--- src/rtl/caxi4interconnect_dwc_pkg.sv ---
// rtl/caxi4interconnect_dwc_pkg.sv - shared AXI encodings and sequencer state type for the width converter
package caxi4interconnect_dwc_pkg;

  localparam logic [1:0] BURST_FIXED = 2'b00;
  localparam logic [1:0] BURST_INCR  = 2'b01;
  localparam logic [1:0] BURST_WRAP  = 2'b10;

  localparam logic [1:0] RESP_OKAY = 2'b00;

  typedef enum logic {
    IDLE   = 1'b0,
    ACTIVE = 1'b1
  } state_t;

endpackage

--- src/rtl/dwc_upconv_addr_step.sv ---
// rtl/dwc_upconv_addr_step.sv - next byte offset within the wide word and wide-FIFO pop decision
module dwc_upconv_addr_step
  import caxi4interconnect_dwc_pkg::*;
#(
  parameter int OFS_W = 4
) (
  input  logic [OFS_W-1:0] cur_ofs,
  input  logic [2:0]       size,
  input  logic [1:0]       burst,
  input  logic [7:0]       len,
  input  logic             last,
  output logic [OFS_W-1:0] next_ofs,
  output logic             pop
);

  localparam int WORD_BYTES = 1 << OFS_W;

  logic [OFS_W:0]   step;
  logic [OFS_W:0]   aligned;
  logic [OFS_W:0]   sum;
  logic [15:0]      container;
  logic [OFS_W-1:0] wmask;
  logic             small_wrap;

  always_comb begin
    step       = {{OFS_W{1'b0}}, 1'b1} << size;
    aligned    = {1'b0, cur_ofs} & ~(step - 1'b1);
    sum        = aligned + step;
    container  = ({8'd0, len} + 16'd1) << size;
    // A wrap container at least as large as the wide word never wraps inside it.
    small_wrap = (burst == BURST_WRAP) && (container < 16'(WORD_BYTES));
    wmask      = container[OFS_W-1:0] - 1'b1;

    next_ofs = sum[OFS_W-1:0];
    if (burst == BURST_FIXED) begin
      next_ofs = cur_ofs;
    end else if (small_wrap) begin
      next_ofs = (aligned[OFS_W-1:0] & ~wmask) | (sum[OFS_W-1:0] & wmask);
    end

    pop = last || (burst == BURST_FIXED) || (sum[OFS_W] && !small_wrap);
  end

endmodule

--- src/rtl/dwc_upconv_rchan_seq.sv ---
// rtl/dwc_upconv_rchan_seq.sv - wide-to-narrow R channel sequencer: FSM, beat counter, narrow output register
// Optional: define DWC_UPCONV_RRESP_EN to forward the FIFO head RRESP onto MASTER_RRESP.
module dwc_upconv_rchan_seq
  import caxi4interconnect_dwc_pkg::*;
#(
  parameter int  DATA_WIDTH_IN  = 128,
  parameter int  DATA_WIDTH_OUT = 32,
  parameter int  ID_WIDTH       = 4,
  localparam int RATIO          = DATA_WIDTH_IN / DATA_WIDTH_OUT,
  localparam int OFS_W          = $clog2(DATA_WIDTH_IN / 8)
) (
  input  logic                     ACLK,
  input  logic                     sysReset,
  input  logic                     cmd_valid,
  input  logic [OFS_W-1:0]         cmd_addr,
  input  logic [7:0]               cmd_len,
  input  logic [2:0]               cmd_size,
  input  logic [1:0]               cmd_burst,
  input  logic [ID_WIDTH-1:0]      cmd_id,
  output logic                     cmd_rd_en,
  input  logic                     data_empty,
  input  logic [1:0]               data_rresp,
  output logic                     data_rd_en,
  input  logic                     data_space,
  output logic                     SLAVE_RREADY,
  output logic                     out_load,
  output logic [$clog2(RATIO)-1:0] rd_src,
  output logic                     MASTER_RVALID,
  input  logic                     MASTER_RREADY,
  output logic                     MASTER_RLAST,
  output logic [ID_WIDTH-1:0]      MASTER_RID,
  output logic [1:0]               MASTER_RRESP
);

  localparam int LANE_LSB = $clog2(DATA_WIDTH_OUT / 8);

  state_t              state;
  logic [OFS_W-1:0]    cur_ofs;
  logic [OFS_W-1:0]    next_ofs;
  logic [7:0]          len_q;
  logic [7:0]          beat;
  logic [2:0]          size_q;
  logic [1:0]          burst_q;
  logic [ID_WIDTH-1:0] id_q;
  logic                last_beat;
  logic                pop;
  logic                advance;

  assign advance    = (state == ACTIVE) && !data_empty && (!MASTER_RVALID || MASTER_RREADY);
  assign last_beat  = (beat == len_q);
  assign out_load   = advance;
  assign data_rd_en = advance && pop;
  assign rd_src     = cur_ofs[OFS_W-1:LANE_LSB];

  dwc_upconv_addr_step #(
    .OFS_W(OFS_W)
  ) u_addr_step (
    .cur_ofs (cur_ofs),
    .size    (size_q),
    .burst   (burst_q),
    .len     (len_q),
    .last    (last_beat),
    .next_ofs(next_ofs),
    .pop     (pop)
  );

`ifndef DWC_UPCONV_RRESP_EN
  logic unused_rresp;
  assign unused_rresp = ^data_rresp;
  assign MASTER_RRESP = RESP_OKAY;
`endif

  always_ff @(posedge ACLK or negedge sysReset) begin
    if (!sysReset) begin
      state         <= IDLE;
      cmd_rd_en     <= 1'b0;
      SLAVE_RREADY  <= 1'b0;
      MASTER_RVALID <= 1'b0;
      MASTER_RLAST  <= 1'b0;
      MASTER_RID    <= '0;
      cur_ofs       <= '0;
      beat          <= '0;
      len_q         <= '0;
      size_q        <= '0;
      burst_q       <= '0;
      id_q          <= '0;
`ifdef DWC_UPCONV_RRESP_EN
      MASTER_RRESP  <= RESP_OKAY;
`endif
    end else begin
      cmd_rd_en    <= 1'b0;
      SLAVE_RREADY <= data_space;
      if (MASTER_RVALID && MASTER_RREADY) begin
        MASTER_RVALID <= 1'b0;
      end
      case (state)
        IDLE: begin
          // Command FIFO is popped one cycle after its head is latched.
          if (cmd_valid) begin
            state     <= ACTIVE;
            cmd_rd_en <= 1'b1;
            cur_ofs   <= cmd_addr;
            len_q     <= cmd_len;
            size_q    <= cmd_size;
            burst_q   <= cmd_burst;
            id_q      <= cmd_id;
            beat      <= '0;
          end
        end
        ACTIVE: begin
          if (advance) begin
            MASTER_RVALID <= 1'b1;
            MASTER_RLAST  <= last_beat;
            MASTER_RID    <= id_q;
`ifdef DWC_UPCONV_RRESP_EN
            MASTER_RRESP  <= data_rresp;
`endif
            cur_ofs       <= next_ofs;
            beat          <= beat + 8'd1;
            if (last_beat) begin
              state <= IDLE;
            end
          end
        end
        default: state <= IDLE;
      endcase
    end
  end

endmodule

--- config.mk ---
export PLATFORM = sky130hd
export DESIGN_NAME = dwc_upconv_rchan_seq
export DESIGN_NICKNAME = d
export VERILOG_FILES = /design/src/rtl/caxi4interconnect_dwc_pkg.sv /design/src/rtl/dwc_upconv_addr_step.sv /design/src/rtl/dwc_upconv_rchan_seq.sv
export SDC_FILE = /design/constraint.sdc
export NUM_CORES = 1
export LEC_CHECK = 0
export ABC_AREA = 0
export BUFFER_PORTS_ARGS = -buffer_cell sky130_fd_sc_hd__clkbuf_2
export CAP_MARGIN = 25
export CORE_MARGIN = 2
export CORE_UTILIZATION = 40
export CTS_BUF_LIST = sky130_fd_sc_hd__clkbuf_8
export DETAILED_ROUTE_END_ITERATION = 10
export PLACE_DENSITY = 0.62
export SETUP_SLACK_MARGIN = 0.15
export SLEW_MARGIN = 30
export SYNTH_ARGS = -nofsm -noshare
export SYNTH_HDL_FRONTEND = slang
export SYNTH_SLANG_ARGS = --single-unit
--- constraint.sdc ---
create_clock -name ACLK -period 2.65 [get_ports ACLK]
set_clock_uncertainty 0.15 [all_clocks]
set_input_delay 0.3975 -clock ACLK [delete_from_list [all_inputs] [get_ports ACLK]]
set_output_delay 0.3975 -clock ACLK [all_outputs]
set_load 0.1 [all_outputs]
==> reports/metrics.cfg <==
[status]
status=complete, but fails checks
violations=setup timing

[power]
ir_worst_vdd_mv=0.570
leakage_nw=1.44
power_density_mw_per_mm2=1240

[worst_setup_path]
cp.arrival_ns=2.33
path_max_fanout=4
path_class=reg -> out
worstPathRequired_ns=2.10
slowest_stage=dfrtp_2
cp_num_cells=10
cp-start-kind=flop
r2r_cells=8
cpPeakStageDelay_ns=0.45
worst-path-buf-inv=1
path_delay_family=compound AO/OA/AOI/OAI gates
end_kind=primary output
worstPathCellList=or2_4 -> nor2_4 -> ha_4 -> a21oi_2 -> o32ai_2 -> a211oi_2 -> a21oi_1 -> nand2_1 -> a31oi_4 -> buf_12

[final_layout]
drive_above_1_share=0.266
syn_to_final_growth_pct=25.9
n_fill_cell=531
layout_common_cells=nand2_1, clkbuf_2, dfrtp_1
n_antenna_cell=0
post-route-cell-area_mm2=0.00289
layout_commonest_cell=nand2_1
final_nets=360

[placement]
place_area_mm2=0.00270
gp_congestion=0.854
dp_hpwl_um=3990
portBuffers=38
place_ws_ns=0.0606

[global_routing]
overflow=0
grt_start_max_net_pins=31
grt_pass1_vias=1988
grt_pass1_wl_um=9040
grt_use_met2=0.320
top_usage_layer=met2
grtUsageTotal=0.184
met3_usage=0.0373
met1_usage=0.229
antenna_found_initial=0

[clock_network]
cts_buffers=5
cts.reportedPaths.clkPinSlew_ns=0.07
clk_path_buf_depth=2
cts-root-buf=clkbuf_8
htree_levels=2
clock_latency_ns=0.30
cts_tree=yes
cts.sinks=38

[sta]
maxSlewViolCount=0
setup_ws_ns=-0.229
fin_setup_tns_ns=-0.229
setup_violations=1
tightest_slew_ns=0.545
period_needed_ns=2.88
timing.fmax_mhz=347
rsz0062_at_grt=true
max-slew-margin-rel=0.638
fin_crit_sh=1.09
timing.hold.ws_ns=0.0589
finalHoldViolCount=0

[die]
initial_core_util=0.416
die_x_um=79.7
die_y_um=79.7
rows=27
boundaryPins=43
core_mm2=0.00551
dieArea_mm2=0.00635

[run]
cap_violations=0

[yosys]
syn_avg_cell_area_um2=8.33
synth_edf_count=0
syn_inst=275
syn_area_mm2=0.00229
synth-async-reset-ratio=1.00
synth-main-ff-cell=dfrtp_1
synth-seq-cells=38
yosysWarningCount=0
seq_area_frac_synth=0.415
synth_cell_types=52

[drt]
ant_nets=0
vias=2037
firstDrtPassIters=5
drtIter0Drc=75
viasPerCell=5.11
drc=0
wire_per_inst_um=13.5
routed_wl_um=5400

[min_path]
hold_path_class=in -> reg
min_path_cells=1

stage by stage:
stage / utilization / cells / power (mW)
floorplan: - / 276 / 2.52
global placement: 0.490 / 388 / 2.92
detailed placement: 0.490 / 388 / 2.95
CTS: 0.514 / 398 / 3.48
global route: 0.524 / 399 / 3.83
finish: 0.524 / 399 / 3.57
worst paths after layout:
path,slack (ns),endpoint,startpoint
min,0.06,SLAVE_RREADY,data_space
max reg2reg,0.31,cur_ofs[1],len_q[0]
min reg2reg,0.32,MASTER_RID[0],id_q[0]
max,-0.23,data_rd_en,size_q[2]
max in group asynchronous,1.48,MASTER_RVALID,sysReset
min in group asynchronous,0.35,id_q[0],sysReset
layer usage:
layer	up-vias	share of wire
li1	1031	-
met1	965	0.45
met2	33	0.51
met3	8	0.030
met4	0	0.014
met5	-	0
cell usage after synthesis, types with 3 or more instances:
cell | count | area, µm²
xnor2_1 | 5 | 43.8
nor2b_1 | 4 | 25.0
o21ai_0 | 13 | 65.1
clkbuf_1 | 7 | 26.3
inv_1 | 10 | 37.5
ha_1 | 5 | 62.6
xor2_1 | 16 | 140
buf_2 | 3 | 15.0
nand2_1 | 72 | 270
nor3b_1 | 3 | 22.5
o31ai_1 | 3 | 22.5
nor2_1 | 18 | 67.6
and3_1 | 4 | 25.0
a21oi_1 | 9 | 45.0
buf_4 | 4 | 30.0
nand3_1 | 11 | 55.1
dfrtp_1 | 38 | 951
nand2b_1 | 5 | 31.3
o211ai_1 | 3 | 22.5
timing repair:
item,CTS,global route
gates cloned,0,0
pin swaps,7,5
hold endpoints to repair,8,0
hold buffers,1,0
buffers inserted,1,1
resized for setup,0,10
setup endpoints to repair,1,4
flip-flops by register name (all words and copies together), names as in the netlist:
name,cells
SLAVE_RREADY,1
beat,8
MASTER_RLAST,1
len_q,8
id_q,4
cur_ofs,4
MASTER_RVALID,1
cmd_rd_en,1
MASTER_RID,4
state,1
size_q,3
burst_q,2
report_power, final:
part           internal, mW  switching (mW)
combinational         0.755            1.22
sequential            0.805           0.278
clock                 0.303           0.208
layout make-up:
cell class              instances  area (µm²)  share of cell area
clock buffers                   6        82.6              0.0286
multi-input cells             211        1310               0.455
clock inverters                 2        33.8              0.0117
well taps                      72        90.1              0.0312
inverters                      11        42.5              0.0147
repair buffers                 59         369               0.128
flip-flops and latches         38         953               0.330
cell families (layout without fill, tap and decap cells):
kind of cell,after synthesis,count (layout),share of synthesized area
flops,38,38,0.415
other cells,1,2,0.00164
compound gates,48,48,0.145
buf+inv,27,78,0.0557
fa+ha+maj,5,5,0.0273
simple gates,135,135,0.275
xor+xnor,21,21,0.0803
Power figures use the tool's default switching activity.
